**src/rtl/fifo_pkg.sv**
```systemverilog
// Shared definitions for the async FIFO write-side pointer engine.
// Holds the default pointer geometry and the Gray/binary conversion helpers.
package fifo_pkg;

  localparam int ADDR_WIDTH_DEF = 4;
  localparam int PTR_W          = ADDR_WIDTH_DEF + 1;

  // Helpers operate on a wide word; callers size-cast to their pointer width.
  // Zero-extension is harmless for both conversions.
  localparam int FN_W = 32;

  function automatic logic [FN_W-1:0] bin2gray(input logic [FN_W-1:0] b);
    return b ^ (b >> 1);
  endfunction

  function automatic logic [FN_W-1:0] gray2bin(input logic [FN_W-1:0] g);
    logic [FN_W-1:0] b;
    for (int i = 0; i < FN_W; i++) begin
      b[i] = ^(g >> i);
    end
    return b;
  endfunction

endpackage

```
**src/rtl/fifo_wptr_full_if.sv**
```systemverilog
// Write-side bus of the async FIFO: producer request, synchronized read
// pointer and overflow clear in; pointer, RAM strobe/address and status out.
// master = producer / surrounding logic, slave = fifo_wptr_full.
interface fifo_wptr_full_if
  import fifo_pkg::*;
#(
  parameter int ADDR_WIDTH = ADDR_WIDTH_DEF
);

  localparam int PW = ADDR_WIDTH + 1;

  logic                  wr_en;
  logic [PW-1:0]         rptr_gray_syn;
  logic                  ovf_clr;
  logic [PW-1:0]         wr_ptr_gray;
  logic [ADDR_WIDTH-1:0] wr_addr;
  logic                  wr_inc;
  logic                  full;
  logic                  almost_full;
  logic [PW-1:0]         wr_level;
  logic                  overflow;

  modport master (
    output wr_en, rptr_gray_syn, ovf_clr,
    input  wr_ptr_gray, wr_addr, wr_inc, full, almost_full, wr_level, overflow
  );

  modport slave (
    input  wr_en, rptr_gray_syn, ovf_clr,
    output wr_ptr_gray, wr_addr, wr_inc, full, almost_full, wr_level, overflow
  );

endinterface

```
**src/rtl/fifo_gray2bin.sv**
```systemverilog
// Combinational Gray -> binary converter. Each binary bit is the XOR of the
// Gray bit at that position and every bit above it.
module fifo_gray2bin #(
  parameter int W = 5
) (
  input  logic [W-1:0] gray,
  output logic [W-1:0] bin
);

  // XOR prefix from the MSB down; written as a reduction per bit so no bit of
  // bin depends on another bit of bin.
  always_comb begin
    for (int i = 0; i < W; i++) begin
      bin[i] = ^(gray >> i);
    end
  end

endmodule

```
**src/rtl/fifo_wptr_full.sv**
```systemverilog
// Write-domain pointer/flag engine of the async FIFO.
// Keeps the binary write pointer, launches a registered Gray pointer to the
// read domain, and derives full / level / overflow from the read Gray pointer
// already synchronized into wr_clk.
// Optional feature: define WPTR_ALMOST_FULL_EN to build the almost_full
// comparator (level >= AF_THRESH); otherwise almost_full is tied low.
module fifo_wptr_full
  import fifo_pkg::*;
#(
  parameter int ADDR_WIDTH = ADDR_WIDTH_DEF,
  parameter int AF_THRESH  = 12
) (
  input  logic             wr_clk,
  input  logic             rst,
  fifo_wptr_full_if.slave  bus
);

  localparam int PW    = ADDR_WIDTH + 1;
  localparam int DEPTH = 1 << ADDR_WIDTH;

  // Reject illegal geometries at elaboration time.
  if (ADDR_WIDTH < 2) begin : g_bad_addr_width
    $error("fifo_wptr_full: ADDR_WIDTH must be >= 2");
  end
  if (AF_THRESH < 1 || AF_THRESH > DEPTH) begin : g_bad_af_thresh
    $error("fifo_wptr_full: AF_THRESH must be in 1..2**ADDR_WIDTH");
  end

  logic [PW-1:0] wbin_q;
  logic [PW-1:0] wgray_q;
  logic          full_q;
  logic [PW-1:0] level_q;
  logic          overflow_q;

  logic          accept;
  logic [PW-1:0] wbin_next;
  logic [PW-1:0] gray_next;
  logic [PW-1:0] rbin;
  logic [PW-1:0] full_pat;
  logic [PW-1:0] level_next;

  fifo_gray2bin #(.W(PW)) u_rptr_gray2bin (
    .gray (bus.rptr_gray_syn),
    .bin  (rbin)
  );

  // The RAM strobe is also held off during reset so nothing is written while
  // the pointers are being cleared.
  assign accept = bus.wr_en & ~full_q & ~rst;

  // Next-pointer arithmetic; full compares the next Gray pointer with the read
  // pointer's top two bits inverted (write has lapped read by one full depth).
  // NOTE: every signal driven here gets an assignment on every path, otherwise
  // the tool infers a latch to hold the old value.
  always_comb begin
    wbin_next  = wbin_q + PW'(accept);
    gray_next  = PW'(bin2gray(FN_W'(wbin_next)));
    full_pat   = {~bus.rptr_gray_syn[PW-1:PW-2], bus.rptr_gray_syn[PW-3:0]};
    level_next = wbin_next - rbin;
  end

  // Pointer and status registers; overflow is sticky and a new set wins over
  // a simultaneous clear.
  // NOTE: non-blocking assignments here so every register samples the values
  // from before this edge, regardless of statement order.
  always_ff @(posedge wr_clk or posedge rst) begin
    if (rst) begin
      wbin_q     <= '0;
      wgray_q    <= '0;
      full_q     <= 1'b0;
      level_q    <= '0;
      overflow_q <= 1'b0;
    end else begin
      wbin_q     <= wbin_next;
      wgray_q    <= gray_next;
      full_q     <= (gray_next == full_pat);
      level_q    <= level_next;
      overflow_q <= (bus.wr_en & full_q) | (overflow_q & ~bus.ovf_clr);
    end
  end

`ifdef WPTR_ALMOST_FULL_EN
  logic af_q;

  // Almost-full looks at the next level so it lines up with wr_level.
  always_ff @(posedge wr_clk or posedge rst) begin
    if (rst) begin
      af_q <= 1'b0;
    end else begin
      af_q <= (level_next >= PW'(AF_THRESH));
    end
  end

  assign bus.almost_full = af_q;
`else
  assign bus.almost_full = 1'b0;
`endif

  assign bus.wr_inc      = accept;
  assign bus.wr_addr     = wbin_q[ADDR_WIDTH-1:0];
  assign bus.wr_ptr_gray = wgray_q;
  assign bus.full        = full_q;
  assign bus.wr_level    = level_q;
  assign bus.overflow    = overflow_q;

endmodule
```
**src/flat_wrapper.sv**
```systemverilog
// flat-port wrapper written by rule: the top's interface ports become plain ports
module fifo_wptr_full_flat import fifo_pkg::*;
#(
  parameter int ADDR_WIDTH = ADDR_WIDTH_DEF,
  parameter int AF_THRESH  = 12
)
  (wr_clk, rst, bus_wr_en, bus_rptr_gray_syn, bus_ovf_clr, bus_wr_ptr_gray, bus_wr_addr, bus_wr_inc, bus_full, bus_almost_full, bus_wr_level, bus_overflow);
  fifo_wptr_full_if #(.ADDR_WIDTH(ADDR_WIDTH)) bus_i ();
  input  logic wr_clk;
  input  logic rst;
  input wire logic [$bits(bus_i.wr_en)-1:0] bus_wr_en;
  input wire logic [$bits(bus_i.rptr_gray_syn)-1:0] bus_rptr_gray_syn;
  input wire logic [$bits(bus_i.ovf_clr)-1:0] bus_ovf_clr;
  output wire logic [$bits(bus_i.wr_ptr_gray)-1:0] bus_wr_ptr_gray;
  output wire logic [$bits(bus_i.wr_addr)-1:0] bus_wr_addr;
  output wire logic [$bits(bus_i.wr_inc)-1:0] bus_wr_inc;
  output wire logic [$bits(bus_i.full)-1:0] bus_full;
  output wire logic [$bits(bus_i.almost_full)-1:0] bus_almost_full;
  output wire logic [$bits(bus_i.wr_level)-1:0] bus_wr_level;
  output wire logic [$bits(bus_i.overflow)-1:0] bus_overflow;
  assign bus_i.wr_en = bus_wr_en;
  assign bus_i.rptr_gray_syn = bus_rptr_gray_syn;
  assign bus_i.ovf_clr = bus_ovf_clr;
  assign bus_wr_ptr_gray = bus_i.wr_ptr_gray;
  assign bus_wr_addr = bus_i.wr_addr;
  assign bus_wr_inc = bus_i.wr_inc;
  assign bus_full = bus_i.full;
  assign bus_almost_full = bus_i.almost_full;
  assign bus_wr_level = bus_i.wr_level;
  assign bus_overflow = bus_i.overflow;
  fifo_wptr_full #(.ADDR_WIDTH(ADDR_WIDTH), .AF_THRESH(AF_THRESH)) u_core (.wr_clk(wr_clk), .rst(rst), .bus(bus_i));
endmodule
```
**config.mk**
```make
export PLATFORM = sky130hd
export DESIGN_NAME = fifo_wptr_full_flat
export DESIGN_NICKNAME = d
export VERILOG_FILES = /design/src/rtl/fifo_pkg.sv /design/src/rtl/fifo_wptr_full_if.sv /design/src/rtl/fifo_gray2bin.sv /design/src/rtl/fifo_wptr_full.sv /design/src/flat_wrapper.sv
export SDC_FILE = /design/constraint.sdc
export NUM_CORES = 1
export LEC_CHECK = 0
export CORE_UTILIZATION = 45
export CTS_CLUSTER_DIAMETER = 100
export DETAILED_ROUTE_END_ITERATION = 7
export HOLD_SLACK_MARGIN = 0.08
export PLACE_DENSITY = 0.88
export SLEW_MARGIN = 20
export SYNTH_ARGS = -nofsm -noshare
export SYNTH_HDL_FRONTEND = slang
export SYNTH_SLANG_ARGS = --single-unit
```
**constraint.sdc**
```tcl
create_clock -name wr_clk -period 3 [get_ports wr_clk]
set_input_delay 0.45 -clock wr_clk [delete_from_list [all_inputs] [get_ports wr_clk]]
set_output_delay 0.45 -clock wr_clk [all_outputs]
set_load 0.01 [all_outputs]
```
==> impl_results.html <==
<table>
<tr><th>Metric</th><th>Value</th></tr>
<tr><th colspan="2">Run status</th></tr>
<tr><td>Run status</td><td>completed</td></tr>
<tr><th colspan="2">Synth</th></tr>
<tr><td>Synthesized cell area</td><td>888 µm²</td></tr>
<tr><td>Biggest area contributors in the synthesized netlist</td><td>sky130_fd_sc_hd__dfrtp_1 45%, sky130_fd_sc_hd__xnor2_1 11%, sky130_fd_sc_hd__xor2_1 8.9%</td></tr>
<tr><td>Sequential fraction of the synthesis area</td><td>45.1%</td></tr>
<tr><td>Post-synthesis cell type with the largest combined area</td><td>sky130_fd_sc_hd__dfrtp_1</td></tr>
<tr><td>Library cells used by synthesis</td><td>24</td></tr>
<tr><td>Average cell area after synthesis</td><td>11.7 µm²</td></tr>
<tr><td>Mapped Nets</td><td>91</td></tr>
<tr><td>Fraction of synthesis flops using an asynchronous set or reset pin</td><td>100%</td></tr>
<tr><td>Post-synth top flop</td><td>sky130_fd_sc_hd__dfrtp_1</td></tr>
<tr><td>Share of Yosys cell area claimed by the top area cell type</td><td>45.1%</td></tr>
<tr><td>Gate Count Post-Synth</td><td>76</td></tr>
<tr><td>Syn. warnings</td><td>0</td></tr>
<tr><td>Number of enable-type register cells in the synthesized netlist</td><td>0</td></tr>
<tr><td>Most numerous cell types in the synthesized netlist</td><td>16 x sky130_fd_sc_hd__dfrtp_1, 11 x sky130_fd_sc_hd__xnor2_1, 9 x sky130_fd_sc_hd__xor2_1</td></tr>
<tr><td>Top-count cell post-synth</td><td>sky130_fd_sc_hd__dfrtp_1</td></tr>
<tr><td>Register bit total from synthesis</td><td>16</td></tr>
<tr><th colspan="2">Layout</th></tr>
<tr><td>Number of nets in the layout</td><td>124</td></tr>
<tr><td>Ratio of cells with drive above 1 in the final layout</td><td>11.1%</td></tr>
<tr><td>Post-route insts no fill</td><td>133</td></tr>
<tr><td>Area taken by flip-flops and latches</td><td>400 µm²</td></tr>
<tr><td>Multi-input logic area</td><td>450 µm²</td></tr>
<tr><td>Synth-to-Final Area Change</td><td>38.3%</td></tr>
<tr><td>Diodes inserted</td><td>0</td></tr>
<tr><td>Number of filler cells placed in the layout</td><td>134</td></tr>
<tr><td>Share of the core filled with cells in the final layout</td><td>68.9%</td></tr>
<tr><td>Design Area, Final</td><td>1230 µm²</td></tr>
<tr><th colspan="2">Clock tree</th></tr>
<tr><td>Source-to-sink clock delay at the later pin of the worst-skew pair</td><td>280 ps</td></tr>
<tr><td>Setup Buffers After CTS</td><td>0</td></tr>
<tr><td>Clk buf depth</td><td>2</td></tr>
<tr><td>Number of clock sinks</td><td>16</td></tr>
<tr><td>Clock tree root buffer cell</td><td>sky130_fd_sc_hd__clkbuf_4</td></tr>
<tr><td># H-tree levels</td><td>1</td></tr>
<tr><td>Number of hold buffers added after cts</td><td>0</td></tr>
<tr><td>Clock-pin transition on the worst setup and hold timing paths</td><td>90 ps</td></tr>
<tr><td>Post-cts gate resize count</td><td>0</td></tr>
<tr><td>TritonCTS clock tree</td><td>done</td></tr>
<tr><td>CTS Buf Count</td><td>3</td></tr>
<tr><th colspan="2">STA</th></tr>
<tr><td>Max-slew violation count</td><td>0</td></tr>
<tr><td>Worst setup skew after layout</td><td>7.93 ps</td></tr>
<tr><td>Final Setup Violations</td><td>0</td></tr>
<tr><td>Final-report hold violation count</td><td>0</td></tr>
<tr><td>Final Cycle Share</td><td>91.3%</td></tr>
<tr><td>Worst Slack Setup Final</td><td>260 ps</td></tr>
<tr><td>Setup TNS after final layout</td><td>0 ps</td></tr>
<tr><td>RSZ-0062 raised after global routing</td><td>no</td></tr>
<tr><td>Slew at the pin closest to its max-slew limit</td><td>593 ps</td></tr>
<tr><td>Max Clock Freq</td><td>365 MHz</td></tr>
<tr><td>Shortest period the worst path allows</td><td>2740 ps</td></tr>
<tr><td>Hold Worst Slack</td><td>535 ps</td></tr>
<tr><td>Relative slew slack</td><td>60.4%</td></tr>
<tr><th colspan="2">Routing</th></tr>
<tr><td>Final routed wire length divided by cell count</td><td>12.3 µm</td></tr>
<tr><td>Drc violations</td><td>0</td></tr>
<tr><td>Vias post-DR</td><td>630</td></tr>
<tr><td>Antenna Nets Post-Route</td><td>0</td></tr>
<tr><td>Final wirelength</td><td>1.64 mm</td></tr>
<tr><td>Via density</td><td>4.74</td></tr>
<tr><td>Starting DRC count in detailed routing</td><td>3</td></tr>
<tr><td>First drt pass iteration count</td><td>4</td></tr>
<tr><th colspan="2">Critical path</th></tr>
<tr><td>Critical path peak fanout</td><td>5</td></tr>
<tr><td>Critical Path End Type</td><td>flip-flop</td></tr>
<tr><td>Critical path data arrival time</td><td>2900 ps</td></tr>
<tr><td>Critical path startpoint category</td><td>primary input</td></tr>
<tr><td>Critical path required time</td><td>3160 ps</td></tr>
<tr><td>Worst R2R Path Depth</td><td>7</td></tr>
<tr><td>Kind of critical path</td><td>in2reg</td></tr>
<tr><th colspan="2">Power</th></tr>
<tr><td>Power Density</td><td>1100 nW/µm²</td></tr>
<tr><td>Leakage power of the design</td><td>0.557 nW</td></tr>
<tr><td>Total power</td><td>1.36 mW</td></tr>
<tr><td>Maximum vdd drop</td><td>557 µV</td></tr>
<tr><th colspan="2">Floorplan</th></tr>
<tr><td>I/O pin count</td><td>27</td></tr>
<tr><td>DIE AREA</td><td>2160 µm²</td></tr>
<tr><td>Height of the chip</td><td>46.4 µm</td></tr>
<tr><td>Area inside the core boundary</td><td>1780 µm²</td></tr>
<tr><td>Effective utilization at floorplan</td><td>49.8%</td></tr>
<tr><td>Horiz. Die Dim</td><td>46.4 µm</td></tr>
<tr><td>Cell Rows</td><td>15</td></tr>
<tr><th colspan="2">Global routing</th></tr>
<tr><td>Wire length of the first global-routing pass</td><td>2.60 mm</td></tr>
<tr><td>Gr ovfl total</td><td>0</td></tr>
<tr><td>Maximum number of pins on one net before global-route repair</td><td>17</td></tr>
<tr><td>Overall routing resource usage</td><td>18.0%</td></tr>
<tr><td>Number of global-route vias before repair</td><td>610</td></tr>
<tr><td>Initial antenna violation count</td><td>0</td></tr>
<tr><th colspan="2">Placed design</th></tr>
<tr><td>Cell Count Post-Placement</td><td>129</td></tr>
<tr><td>Post-placement setup slack</td><td>-45.2 ps</td></tr>
<tr><td>GPL Wtd Cong</td><td>0.748</td></tr>
<tr><td>Placed cell area</td><td>1190 µm²</td></tr>
<tr><td>Count of input and output buffers</td><td>25</td></tr>
<tr><td>Post-detailed-placement half-perimeter wirelength</td><td>1.31 mm</td></tr>
<tr><th colspan="2">Job</th></tr>
<tr><td>Max_cap viols</td><td>0</td></tr>
<tr><th colspan="2">Worst hold path</th></tr>
<tr><td>Hold Path Cell Cnt</td><td>2</td></tr>
<tr><td>Type of the most critical hold path</td><td>reg2reg</td></tr>
</table>
==> cell usage in the layout (no fill, tap or decap), drive strengths merged <==
master / instances
o21ai: 2
clkdlybuf4s50: 25
o31ai: 1
clkbuf: 4
nand3: 3
nand2b: 1
xor2: 10
nor3b: 1
mux2: 1
nor2: 2
nor2b: 1
conb: 1
or3: 1
a31oi: 1
xnor2: 11
xnor3: 2
dfrtp: 16
a2111oi: 1
inv: 8
nand2: 4
buf: 4
fa: 1
ha: 5
a21oi: 2
==> flip-flops by register name, summed over array words and instances (netlist names) <==
name / count
u_core.bus.wr_level: 5
u_core.bus.overflow: 1
u_core.bus.full: 1
u_core.bus.wr_ptr_gray: 4
u_core.wbin_q: 5
==> final cells by class <==
type | instances | area share [%]
clock buffers | 4 | 2.95
repair buffers | 29 | 22.8
well taps | 25 | 2.55
multi-input cells | 51 | 36.7
flip-flops and latches | 16 | 32.6
inverters | 8 | 2.44
==> report_power, final <==
part	switching (mW)	leakage [nW]	total (mW)	internal [mW]
clock	0.0659	0.0210	0.140	0.0738
sequential	0.0712	0.194	0.398	0.327
combinational	0.370	0.343	0.818	0.448
total	0.507	0.557	1.36	0.848
==> critical path, stage by stage <==
cell and delay, ps:
sky130_fd_sc_hd__clkdlybuf4s50_1 470, sky130_fd_sc_hd__nor3b_1 250, sky130_fd_sc_hd__ha_1 270, sky130_fd_sc_hd__ha_1 320, sky130_fd_sc_hd__xor2_2 240, sky130_fd_sc_hd__xor2_1 110, sky130_fd_sc_hd__or3_1 380, sky130_fd_sc_hd__a2111oi_2 400
==> layer usage <==
layer  global-route usage, %  up-vias  wire, µm
li1                        -      306         -
met5                       0        -         0
met4                    8.82        0        36
met3                    2.75        4        70
met2                    31.9       21       838
met1                    20.7      299       693
==> kinds of logic (layout without fill, tap and decap cells) <==
| logic type | Yosys count | in the layout | synth area share, % |
|---|---|---|---|
| compound gates | 7 | 7 | 5.92 |
| xor+xnor | 23 | 23 | 26.6 |
| fa+ha+maj | 6 | 6 | 9.30 |
| buf+inv | 9 | 41 | 4.23 |
| flops | 16 | 16 | 45.1 |
| mux | 1 | 1 | 1.27 |
| other cells | 1 | 1 | 0.422 |
| simple gates | 13 | 13 | 7.18 |
==> path summary, 6_finish.rpt <==
kind                                                 from                                to  slack (ps)
min in group asynchronous                             rst  u_core.bus.wr_level[3]$_DFF_PP0_         550
worst max-delay path                            bus_wr_en         u_core.bus.full$_DFF_PP0_         260
worst min register to register  u_core.bus.full$_DFF_PP0_     u_core.bus.overflow$_DFF_PP0_         540
worst max register to register  u_core.bus.full$_DFF_PP0_         u_core.bus.full$_DFF_PP0_         480
max in group asynchronous                             rst        u_core.wbin_q[1]$_DFF_PP0_        2060
worst min-delay path            u_core.bus.full$_DFF_PP0_     u_core.bus.overflow$_DFF_PP0_         540
(Power assumes the default switching activity.)
